==> config.mk <==
export PLATFORM = sky130hd
export DESIGN_NAME = instr_fetch_unit_flat
export DESIGN_NICKNAME = d
export VERILOG_FILES = /design/src/rtl/instr_fetch_unit_pkg.sv /design/src/rtl/instr_fetch_unit_if.sv /design/src/rtl/instr_fetch_unit_next_pc_calc.sv /design/src/rtl/instr_fetch_unit.sv /design/src/flat_wrapper.sv
export SDC_FILE = /design/constraint.sdc
export NUM_CORES = 1
export LEC_CHECK = 0
export BUFFER_PORTS_ARGS = -buffer_cell sky130_fd_sc_hd__buf_4
export CELL_PAD_IN_SITES_DETAIL_PLACEMENT = 1
export CELL_PAD_IN_SITES_GLOBAL_PLACEMENT = 2
export CORE_UTILIZATION = 34
export CTS_BUF_LIST = sky130_fd_sc_hd__clkbuf_4 sky130_fd_sc_hd__clkbuf_8
export DETAILED_ROUTE_END_ITERATION = 10
export PLACE_DENSITY_LB_ADDON = 0.12
export REMOVE_ABC_BUFFERS = 1
export SETUP_SLACK_MARGIN = 0.3
export SYNTH_ARGS = -nofsm -noshare
export SYNTH_HDL_FRONTEND = slang
export SYNTH_HIERARCHICAL = 1
export SYNTH_SLANG_ARGS = --single-unit
==> constraint.sdc <==
create_clock -name clk -period 8.1 [get_ports clk]
set_input_delay 0.405 -clock clk [delete_from_list [all_inputs] [get_ports clk]]
set_output_delay 0.405 -clock clk [all_outputs]
set_load 0.1 [all_outputs]
==> src/rtl/instr_fetch_unit_pkg.sv <==
// Shared definitions for the fetch stage: opcode map, instruction field slices
// and FSM state encoding.
package instr_fetch_unit_pkg;

    localparam int OPC_HI = 31;
    localparam int OPC_LO = 26;

    // Opcode map as seen by the downstream decoder; fetch passes opcodes through untouched.
    localparam logic [5:0] OP_RTYPE_FIRST = 6'd0;
    localparam logic [5:0] OP_RTYPE_LAST  = 6'd6;
    localparam logic [5:0] OP_ITYPE_FIRST = 6'd7;
    localparam logic [5:0] OP_ITYPE_LAST  = 6'd13;
    localparam logic [5:0] OP_LW          = 6'd14;
    localparam logic [5:0] OP_SW          = 6'd15;
    localparam logic [5:0] OP_BR          = 6'd16;
    localparam logic [5:0] OP_J           = 6'd17;

    typedef enum logic [1:0] {
        ST_REQ   = 2'd0,
        ST_ISSUE = 2'd1,
        ST_FAULT = 2'd2
    } fetch_state_e;

    function automatic logic [5:0] opcode_of(input logic [31:0] word);
        return word[OPC_HI:OPC_LO];
    endfunction

endpackage

==> src/rtl/instr_fetch_unit_if.sv <==
// Instruction-memory request/acknowledge bus between the fetch unit and memory.
interface instr_fetch_unit_if #(
    parameter int ADDR_W = 32
);
    logic              imem_req;
    logic [ADDR_W-1:0] imem_addr;
    logic              imem_ack;
    logic [31:0]       imem_rdata;

    modport master (
        output imem_req,
        output imem_addr,
        input  imem_ack,
        input  imem_rdata
    );

    modport slave (
        input  imem_req,
        input  imem_addr,
        output imem_ack,
        output imem_rdata
    );
endinterface

==> src/rtl/instr_fetch_unit_next_pc_calc.sv <==
// Next-PC selection: jump beats taken branch, otherwise sequential pc+4.
module next_pc_calc #(
    parameter int ADDR_W = 32
) (
    input  logic [ADDR_W-1:0] pc,
    input  logic              jump,
    input  logic              branch,
    input  logic              zero,
    input  logic [15:0]       branch_imm,
    input  logic [25:0]       jump_target,
    output logic [ADDR_W-1:0] next_pc
);
    logic [ADDR_W-1:0]        pc4;
    logic signed [ADDR_W-1:0] br_off;

    assign pc4    = pc + ADDR_W'(4);
    // Word offset scaled to bytes and sign-extended to the full address width.
    assign br_off = {{(ADDR_W-18){branch_imm[15]}}, branch_imm, 2'b00};

    always_comb begin
        next_pc = pc4;
        if (jump) begin
            next_pc = {pc4[ADDR_W-1:28], jump_target, 2'b00};
        end else if (branch && zero) begin
            next_pc = pc4 + $unsigned(br_off);
        end
    end
endmodule

==> src/rtl/instr_fetch_unit.sv <==
// Fetch stage: owns the PC, requests words over the imem handshake and holds
// the fetched instruction for the decoder until it is retired.
module instr_fetch_unit
    import instr_fetch_unit_pkg::*;
#(
    parameter int                ADDR_W   = 32,
    parameter logic [ADDR_W-1:0] RESET_PC = '0,
    parameter int                MAX_WAIT = 16
) (
    input  logic                clk,
    input  logic                reset,
    instr_fetch_unit_if.master  imem,
    input  logic                stall,
    input  logic                branch,
    input  logic                zero,
    input  logic                jump,
    input  logic [15:0]         branch_imm,
    input  logic [25:0]         jump_target,
    output logic [31:0]         instr,
    output logic [5:0]          opcode,
    output logic                instr_valid,
    output logic [ADDR_W-1:0]   pc,
    output logic                fetch_fault
);
    localparam int                WAIT_W   = (MAX_WAIT > 1) ? $clog2(MAX_WAIT) : 1;
    localparam logic [ADDR_W-1:0] PC_INIT  = {RESET_PC[ADDR_W-1:2], 2'b00};
    localparam logic [WAIT_W-1:0] WAIT_MAX = WAIT_W'(MAX_WAIT - 1);

    fetch_state_e      state;
    logic [WAIT_W-1:0] wait_cnt;
    logic [ADDR_W-1:0] next_pc;

    next_pc_calc #(.ADDR_W(ADDR_W)) u_next_pc (
        .pc          (pc),
        .jump        (jump),
        .branch      (branch),
        .zero        (zero),
        .branch_imm  (branch_imm),
        .jump_target (jump_target),
        .next_pc     (next_pc)
    );

    assign imem.imem_addr = pc;
    assign opcode         = opcode_of(instr);

    always_ff @(posedge clk or posedge reset) begin
        if (reset) begin
            state         <= ST_REQ;
            pc            <= PC_INIT;
            instr         <= '0;
            instr_valid   <= 1'b0;
            imem.imem_req <= 1'b0;
            fetch_fault   <= 1'b0;
            wait_cnt      <= '0;
        end else begin
            case (state)
                ST_REQ: begin
                    // First cycle out of reset only raises the request; a stale ack is ignored.
                    if (!imem.imem_req) begin
                        imem.imem_req <= 1'b1;
                    end else if (imem.imem_ack) begin
                        instr         <= imem.imem_rdata;
                        wait_cnt      <= '0;
                        imem.imem_req <= 1'b0;
                        instr_valid   <= 1'b1;
                        state         <= ST_ISSUE;
                    end else if (wait_cnt == WAIT_MAX) begin
                        wait_cnt      <= '0;
                        imem.imem_req <= 1'b0;
                        fetch_fault   <= 1'b1;
                        state         <= ST_FAULT;
                    end else begin
                        wait_cnt <= wait_cnt + 1'b1;
                    end
                end
                ST_ISSUE: begin
                    if (!stall) begin
                        pc            <= next_pc;
                        instr_valid   <= 1'b0;
                        imem.imem_req <= 1'b1;
                        state         <= ST_REQ;
                    end
                end
                ST_FAULT: begin
                    imem.imem_req <= 1'b0;
                    instr_valid   <= 1'b0;
                    fetch_fault   <= 1'b1;
                end
                default: begin
                    state <= ST_REQ;
                end
            endcase
        end
    end
endmodule

==> src/flat_wrapper.sv <==
// flat-port wrapper written by rule: the top's interface ports become plain ports
module instr_fetch_unit_flat import instr_fetch_unit_pkg::*;
#(
    parameter int                ADDR_W   = 32,
    parameter logic [ADDR_W-1:0] RESET_PC = '0,
    parameter int                MAX_WAIT = 16
)
  (clk, reset, stall, branch, zero, jump, branch_imm, jump_target, instr, opcode, instr_valid, pc, fetch_fault, imem_imem_req, imem_imem_addr, imem_imem_ack, imem_imem_rdata);
  instr_fetch_unit_if #(.ADDR_W(ADDR_W)) imem_i ();
  input  logic clk;
  input  logic reset;
  input  logic stall;
  input  logic branch;
  input  logic zero;
  input  logic jump;
  input  logic [15:0] branch_imm;
  input  logic [25:0] jump_target;
  output logic [31:0] instr;
  output logic [5:0] opcode;
  output logic instr_valid;
  output logic [ADDR_W-1:0] pc;
  output logic fetch_fault;
  output wire logic [$bits(imem_i.imem_req)-1:0] imem_imem_req;
  output wire logic [$bits(imem_i.imem_addr)-1:0] imem_imem_addr;
  input wire logic [$bits(imem_i.imem_ack)-1:0] imem_imem_ack;
  input wire logic [$bits(imem_i.imem_rdata)-1:0] imem_imem_rdata;
  assign imem_imem_req = imem_i.imem_req;
  assign imem_imem_addr = imem_i.imem_addr;
  assign imem_i.imem_ack = imem_imem_ack;
  assign imem_i.imem_rdata = imem_imem_rdata;
  instr_fetch_unit #(.ADDR_W(ADDR_W), .RESET_PC(RESET_PC), .MAX_WAIT(MAX_WAIT)) u_core (.clk(clk), .reset(reset), .imem(imem_i), .stall(stall), .branch(branch), .zero(zero), .jump(jump), .branch_imm(branch_imm), .jump_target(jump_target), .instr(instr), .opcode(opcode), .instr_valid(instr_valid), .pc(pc), .fetch_fault(fetch_fault));
endmodule
**Word-level counts from Yosys, hierarchy flattened**

Cells that the tools add are included.

- Register bits after elaboration: 73
- Word-level logic and storage cells: 54

- Add/subtract/negate cells: 3
- Eq/ne operators: 9
- Multiplexer cells: 22
- Bitwise operators: 2
- Reduce and logical (&&, ||, !) cells: 11

Operators with widths:

| cell | number |
|---|---|
| 32-bit two-way mux | 2 |
| 32-bit by 3-bit adder with 32-bit output, second input constant | 1 |
| 32-bit adder | 1 |
| 4-bit AND reduction | 3 |
| 1-bit two-way mux | 10 |
| 2-bit two-way mux | 4 |
| 4-bit two-way mux | 2 |
| 2-bit inequality test, second input constant | 3 |
| 1-bit case mux with 3 select lines | 2 |
| 2-bit case mux with 3 select lines | 1 |
| 2-bit AND reduction | 3 |
| 4-bit by 1-bit adder with 4-bit output, second input constant | 1 |
| 4-bit equality test, second input constant | 1 |
| 2-bit by 1-bit inequality test with 1-bit output, second input constant | 2 |
| 3-bit by 2-bit inequality test with 1-bit output, second input constant | 1 |
| 3-bit AND reduction | 1 |
| 3-bit nonzero test | 1 |
| 2-bit by 1-bit equality test with 1-bit output, second input constant | 1 |
| 2-bit equality test, second input constant | 1 |
| 2-bit logical NOT | 1 |
| 1-bit inverter | 2 |
| 1-bit case mux with 2 select lines | 1 |
| 2-bit nonzero test | 1 |
| 1-bit logical AND | 1 |

**Depth between registers and ports, before layout**

Gate-level depths: netlist (run 1).

- Depth after elaboration: 5
- Depth in mapped cells: 17
- Mapped depth without buffers: 16

**Cells and area by module**

Netlist (run 1), hierarchy kept.

By module, submodules not included:

| module | instances | cells an instance | area an instance (um^2) | seq. area each (um^2) |
|---|---|---|---|---|
| instr_fetch_unit | 1 | 229 | 3318.2 | 1826.8 |
| next_pc_calc | 1 | 416 | 2791.4 | 0.0 |

**Least setup slack after synthesis (run 1)**

OpenSTA, ideal clock, no wires.

- Path type: register to register
- Start point: reg u_core.pc[4] (netlist: u_core/imem.imem_addr[4])
- End point: reg u_core.pc[28] (netlist: u_core/imem.imem_addr[28])
- Setup time: 126 ps
- Arrival: 4115 ps
- Path slack: 3859 ps
- Stages on the path, launching flop included: 16
- Path buffers: 0
- Path through: dfrtp_1 -> nand3_1 -> nor2_1 -> and2_1 -> nand3_1 -> xnor2_1 -> ha_1 -> and3_1 -> a221oi_1 -> o221ai_2 -> a2111oi_2 -> nor2_1 -> a31oi_1 -> xor2_1 -> a21oi_1 -> mux2_2

- Cells in the longest elaborated chain, start to end: 4

Ends and longest elaborated chain:

| item | line | text |
|---|---|---|
| start, declared | instr_fetch_unit.sv:22 | `output logic [ADDR_W-1:0] pc,` |
| start signal, assigned | instr_fetch_unit.sv:78 | `pc <= next_pc;` |
| 32-bit by 3-bit adder with 32-bit output (*) | instr_fetch_unit_next_pc_calc.sv:16 | `assign pc4 = pc + ADDR_W'(4);` |
| 32-bit adder | instr_fetch_unit_next_pc_calc.sv:25 | `next_pc = pc4 + $unsigned(br_off);` |
| 32-bit two-way mux | instr_fetch_unit_next_pc_calc.sv:24 | `end else if (branch && zero) begin` |
| 32-bit two-way mux (*) | instr_fetch_unit_next_pc_calc.sv:22 | `if (jump) begin` |
| via u_core.next_pc[28] | instr_fetch_unit.sv:31 | `logic [ADDR_W-1:0] next_pc;` |

Mark *: on every way through the listed nets, which the timed path passes. The rest lies on a longest branch.
A chain may end at the register's enable or synchronous reset.

**Final worst setup path (run 1)**

- Start point: reg u_core.pc[4] (netlist: u_core/imem.imem_addr[4])
- End point: reg u_core.pc[30] (netlist: u_core/imem.imem_addr[30])

Same word-level chain as after synthesis.

==> results.py, run 1 <==
metrics = {
    "detailed_routing": {
        "num_vias": 5364,
        "drt-vias-per-instance": 5.30,
        "wl_mm": 19.9,
        "drc_errors": 0,
        "first_pass_iters": 4,
        "antenna_left": 0,
        "wl_per_cell_um": 19.6,
        "drt_iter0_markers": 288,
    },
    "clock_tree": {
        "path_clk_slew_ps": 100,
        "cts_tree": "yes",
        "numCtsBuffers": 9,
        "cts_max_path_buffers": 2,
        "cts_max_level": 3,
        "postCtsSetupBuffers": 0,
        "holdBufCountCts": 0,
        "cts_root_buf": "clkbuf_8",
        "cts.sinks": 73,
        "cts-resized-gates": 0,
        "clock_latency_ps": 370,
    },
    "placement": {
        "port_buffers": 185,
        "dp_hpwl_mm": 15.3,
        "gp_congestion": 0.907,
        "placed_area_um2": 7390,
    },
    "sta": {
        "setup_viol": 0,
        "fmax_ghz": 0.230,
        "finalMaxSlewViolations": 0,
        "hold_viol": 0,
        "worstMarginPinSlew_ps": 1160,
        "period_minus_slack_ps": 4360,
        "relSlewSlack": 0.227,
        "fin_skew_ps": 24.0,
        "fin_tns_setup_ps": 0,
        "finalCritPeriodShare": 0.538,
        "whs_ps": 253,
        "rsz0062_at_grt": "false",
    },
    "cells_and_area": {
        "drive_gt1_frac": 0.365,
        "diodes": 0,
        "multi_input_area_um2": 3770,
        "seqCellArea_um2": 1830,
        "fin_nets": 907,
        "post-route-util": 0.436,
        "stdcell_area_um2": 7590,
        "area_growth_pct": 24.3,
        "nFillCells": 2054,
    },
    "logic_synthesis": {
        "syn_avg_cell_area_um2": 9.47,
        "synth_top_area_cell": "dfrtp_1",
        "yosysMostFrequentCell": "dfrtp_1",
        "syn_area_um2": 6110,
        "synth_edf_count": 0,
        "syn_inst": 645,
        "yosys-top-cells-count": "73 x dfrtp_1, 49 x a21oi_1, 46 x nand2_1",
        "ys_seq_area_frac": 0.299,
        "async_flop_share": 1.00,
        "ys.warnings.count": 6,
        "synthTopCellsByArea": "dfrtp_1 30%, ha_1 8.6%, mux2_4 7.1%, mux2_2 7.0%, xnor2_1 4.9%",
        "yosysTopAreaCellShare": 0.299,
        "ys_types": 62,
        "ys_ff_latch": 73,
        "synth_top_flop_cell": "dfrtp_1",
    },
    "global_route": {
        "track_usage": 0.222,
        "grt_pass1_wl_mm": 31.4,
        "grt_max_degree": 74,
        "grt_overflow_total": 0,
        "first_global_vias": 5668,
        "antenna_found_initial": 0,
    },
    "status": {
        "status": "completed",
    },
    "hold_path": {
        "min_path_type": "primary input to register",
    },
    "worst_setup_path": {
        "cp_top_family": "compound AO/OA/AOI/OAI gates",
        "worst_path_max_delay_cell": "dfrtp_1",
        "crit_chain": "nand3_1 -> nor2_1 -> and2_1 -> nand3_1 -> xnor2_1 -> ha_1 -> and3_1 -> a221oi_1 -> o221ai_2 -> a31oi_1 -> nor2_1 -> a221oi_1 -> xor2_1 -> a21oi_1 -> mux2_2",
        "critical_path_class": "register to register",
        "ff2ff_setup_slack_ps": 3740,
        "crit_required_ps": 8370,
        "cp_max_fo": 8,
        "critPathBufInv": 0,
        "cp_slowest_stage_delay_ps": 530,
        "end_kind": "register",
        "startpoint_type": "register",
        "crit_arrival_ps": 4630,
    },
    "floorplan": {
        "core.rowCount": 48,
        "die_y_um": 136,
        "die_x_um": 136,
        "die_area_um2": 18500,
        "start_util": 0.351,
        "coreArea_um2": 17400,
        "num_io_pins": 186,
    },
    "job": {
        "max_cap_violations": 0,
    },
}
## state kept, by name, summed over array words and instances (netlist names)
signal	count
u_core/fetch_fault	1
u_core/instr	32
u_core/state	2
u_core/wait_cnt	4
u_core/instr_valid	1
u_core/imem.imem_req	1
u_core/imem.imem_addr	32
## final cells by class
cell class | count | share of cell area
Clock buffer | 9 | 0.0163
Clock inverter | 7 | 0.0102
Inverter | 27 | 0.0133
Multi-Input combinational cell | 484 | 0.497
Sequential cell | 73 | 0.241
Tap cell | 225 | 0.0371
Timing Repair Buffer | 188 | 0.186
## logic make-up after synthesis
logic type                 Yosys count  share of synthesized area
AOI/OAI and AO/OA                  150                      0.159
xor gates and xnor gates            53                     0.0760
DFF                                 73                      0.299
muxes                               72                      0.152
buffers and inverters               88                     0.0852
and+or+nand+nor                    166                      0.140
adders and majority gates           43                     0.0893
## per-stage QoR
| stage | std cells | worst slack, ps |
|---|---|---|
| floorplan | 584 | 3130 |
| global placement | 997 | 3840 |
| detailed placement | 997 | 3830 |
| CTS | 1013 | 3800 |
| global route | 1013 | 3490 |
| finish | 1013 | 3740 |
## path summary, 6_finish.rpt
path,depth (start not counted),from,end
worst max-delay path,15,u_core/imem.imem_addr[4],u_core/imem.imem_addr[30]
worst min-delay path,2,imem_imem_rdata[7],u_core/instr[7]
worst max register to register,15,u_core/imem.imem_addr[4],u_core/imem.imem_addr[30]
min in group asynchronous,3,reset,u_core/instr[31]
max in group asynchronous,3,reset,u_core/imem.imem_addr[17]
worst min register to register,2,u_core/fetch_fault,u_core/fetch_fault
## cells in the final DEF, fill, tap and decap left out, drive strengths merged, types with 5 or more instances in the layout
cell,n
a221oi,5
o21ai,28
a211oi,9
and3,11
a31oi,7
o21bai,7
o211ai,5
nor2,43
a21oi,49
nor3,7
ha,42
nand2,47
mux2,69
nand3,25
xnor2,34
buf,188
clkbuf,9
dfrtp,73
inv,28
a21o,15
nand4,11
xor2,19
## per-layer routing
| layer | vias up | wire length, um | global-route usage |
|---|---|---|---|
| met2 | 142 | 9410 | 0.359 |
| met1 | 2660 | 9130 | 0.300 |
| met4 | 0 | 257 | 0.0537 |
| met3 | 21 | 1090 | 0.0444 |
| li1 | 2541 | - | - |
| met5 | - | 0 | 0 |
Power of run 1 is left out: the tool's default activity adds up to more than one toggle a clock period on the data nets, which glitch-free logic cannot reach.
==> run 2, diff against run 1 <==
--- a/config.mk
+++ b/config.mk
@@ -8,7 +8,7 @@
 export BUFFER_PORTS_ARGS = -buffer_cell sky130_fd_sc_hd__buf_4
 export CELL_PAD_IN_SITES_DETAIL_PLACEMENT = 1
 export CELL_PAD_IN_SITES_GLOBAL_PLACEMENT = 2
-export CORE_UTILIZATION = 34
+export CORE_UTILIZATION = 32
 export CTS_BUF_LIST = sky130_fd_sc_hd__clkbuf_4 sky130_fd_sc_hd__clkbuf_8
 export DETAILED_ROUTE_END_ITERATION = 10
 export PLACE_DENSITY_LB_ADDON = 0.12
==> constraint.sdc (replaced) <==
create_clock -name clk -period 4.55 [get_ports clk]
set_input_delay 0.2275 -clock clk [delete_from_list [all_inputs] [get_ports clk]]
set_output_delay 0.2275 -clock clk [all_outputs]
set_load 0.1 [all_outputs]
==> run 2 against run 1 <==
- routed wire length grew 0.81%
- critical path depth shrank 1
- cell area grew 1.2%
- hold slack lost 220 ps
- non-clock buffer count grew 5
- flip-flop and latch count is the same
- maximum frequency grew 9.8%
- clock-buffer cell count is the same
- setup slack lost 3200 ps
- core utilization shrank 2.5 points
- clock skew shrank 4.6 ps
- sequential share of layout area shrank 0.23 points
- largest cell class unchanged
==> results.py, run 2 (synthesized netlist as in run 1, its figures left out) <==
metrics = {
    "sta": {
        "setup_slack_ps": 583,
        "relSlewSlack": 0.270,
        "fin_skew_ps": 19.4,
        "period_minus_slack_ps": 3970,
        "finalMaxSlewViolations": 0,
        "worstMarginPinSlew_ps": 1090,
        "hold_viol": 0,
        "setup_viol": 0,
        "rsz0062_at_grt": "false",
        "fin_tns_setup_ps": 0,
        "finalCritPeriodShare": 0.872,
        "fmax_ghz": 0.252,
    },
    "worst_setup_path": {
        "worst_path_max_delay_cell": "dfrtp_1",
        "critPathBufInv": 0,
        "startpoint_type": "register",
        "crit_chain": "nand4_4 -> nor2_1 -> and3_1 -> xor2_1 -> ha_1 -> a21oi_1 -> o21ai_0 -> a221o_1 -> a31oi_2 -> nor2_1 -> a221oi_2 -> xor2_1 -> a21oi_1 -> mux2_2",
        "cp_slowest_stage_delay_ps": 530,
        "crit_required_ps": 4810,
        "critical_path_class": "register to register",
        "crit_arrival_ps": 4220,
        "cp_top_family": "compound AO/OA/AOI/OAI gates",
        "cp_max_fo": 8,
        "end_kind": "register",
    },
    "clock_tree": {
        "path_clk_slew_ps": 100,
        "cts_max_level": 3,
        "cts_tree": "yes",
        "numCtsBuffers": 9,
        "clock_latency_ps": 380,
        "cts_root_buf": "clkbuf_8",
        "cts_max_path_buffers": 2,
        "cts.sinks": 73,
        "postCtsSetupBuffers": 0,
    },
    "global_route": {
        "grt_overflow_total": 0,
        "antenna_found_initial": 0,
        "grt_max_degree": 39,
        "grt_pass1_wl_mm": 31.9,
        "first_global_vias": 5756,
        "track_usage": 0.210,
    },
    "job": {
        "max_cap_violations": 0,
    },
    "placement": {
        "dp_hpwl_mm": 15.6,
        "port_buffers": 185,
        "placedCellCount": 1011,
        "gp_congestion": 0.811,
        "pre_cts_slack_ps": 418,
    },
    "hold_path": {
        "min_path_type": "primary input to async pin",
    },
    "cells_and_area": {
        "fin_nets": 912,
        "finalNonFillerCells": 1027,
        "nFillCells": 2186,
        "final_cell_mix": "193 x buf_4, 70 x dfrtp_1, 48 x a21oi_1",
        "final_common_cell": "buf_4",
        "area_growth_pct": 25.7,
        "drive_gt1_frac": 0.378,
        "diodes": 0,
    },
    "floorplan": {
        "coreArea_um2": 18700,
        "start_util": 0.327,
        "die_x_um": 140,
        "die_area_um2": 19600,
        "core.rowCount": 50,
        "die_y_um": 140,
        "num_io_pins": 186,
    },
    "detailed_routing": {
        "first_pass_iters": 4,
        "drt-vias-per-instance": 5.20,
        "antenna_left": 0,
        "drt_iter0_markers": 147,
        "drc_errors": 0,
        "num_vias": 5345,
        "wl_per_cell_um": 19.5,
        "wl_mm": 20.1,
    },
    "status": {
        "status": "completed",
    },
}
==> run 2: metal layers <==
metal	track usage	wire, um	vias to the layer above
met1	0.265	8930	2640
met5	0	0	-
met3	0.0403	1030	17
li1	-	-	2560
met2	0.365	9830	128
met4	0.0549	273	0
==> run 2: worst paths after layout <==
path | cells past startpoint | slack, ps | end | start
max | 14 | 580 | u_core/imem.imem_addr[30] | u_core/imem.imem_addr[8]
max reg2reg | 14 | 580 | u_core/imem.imem_addr[30] | u_core/imem.imem_addr[8]
min | 2 | 30 | u_core/imem.imem_addr[21] | reset
min reg2reg | 2 | 490 | u_core/fetch_fault | u_core/fetch_fault
max in group asynchronous | 3 | 3480 | u_core/instr[21] | reset
min in group clk | 2 | 70 | u_core/instr[22] | imem_imem_rdata[22]
==> run 2: timing repair <==
item	in CTS	in global routing
resized for setup	0	8
hold buffers	0	0
endpoints found under the setup margin	0	9
endpoints found under the hold margin	0	0
==> run 2: area by class of cell <==
cell class	count	area, um2	area share
Clock buffer	9	124	0.0161
Sequential cell	73	1830	0.238
Clock inverter	7	78.8	0.0103
Multi-Input combinational cell	484	3810	0.495
Tap cell	234	293	0.0381
Inverter	27	101	0.0132
Timing Repair Buffer	193	1450	0.189
==> run 2: per-stage QoR <==
step	hold WS [ps]	cell area, um2	utilization
6_report	31.7	7680	0.411
5_1_grt	55.7	7680	0.411
4_1_cts	52.8	7640	0.409
3_5_place_dp	462	7440	0.398
3_3_place_gp	460	7440	0.398
2_1_floorplan	376	5690	-
Power of run 2 is left out for the same reason.
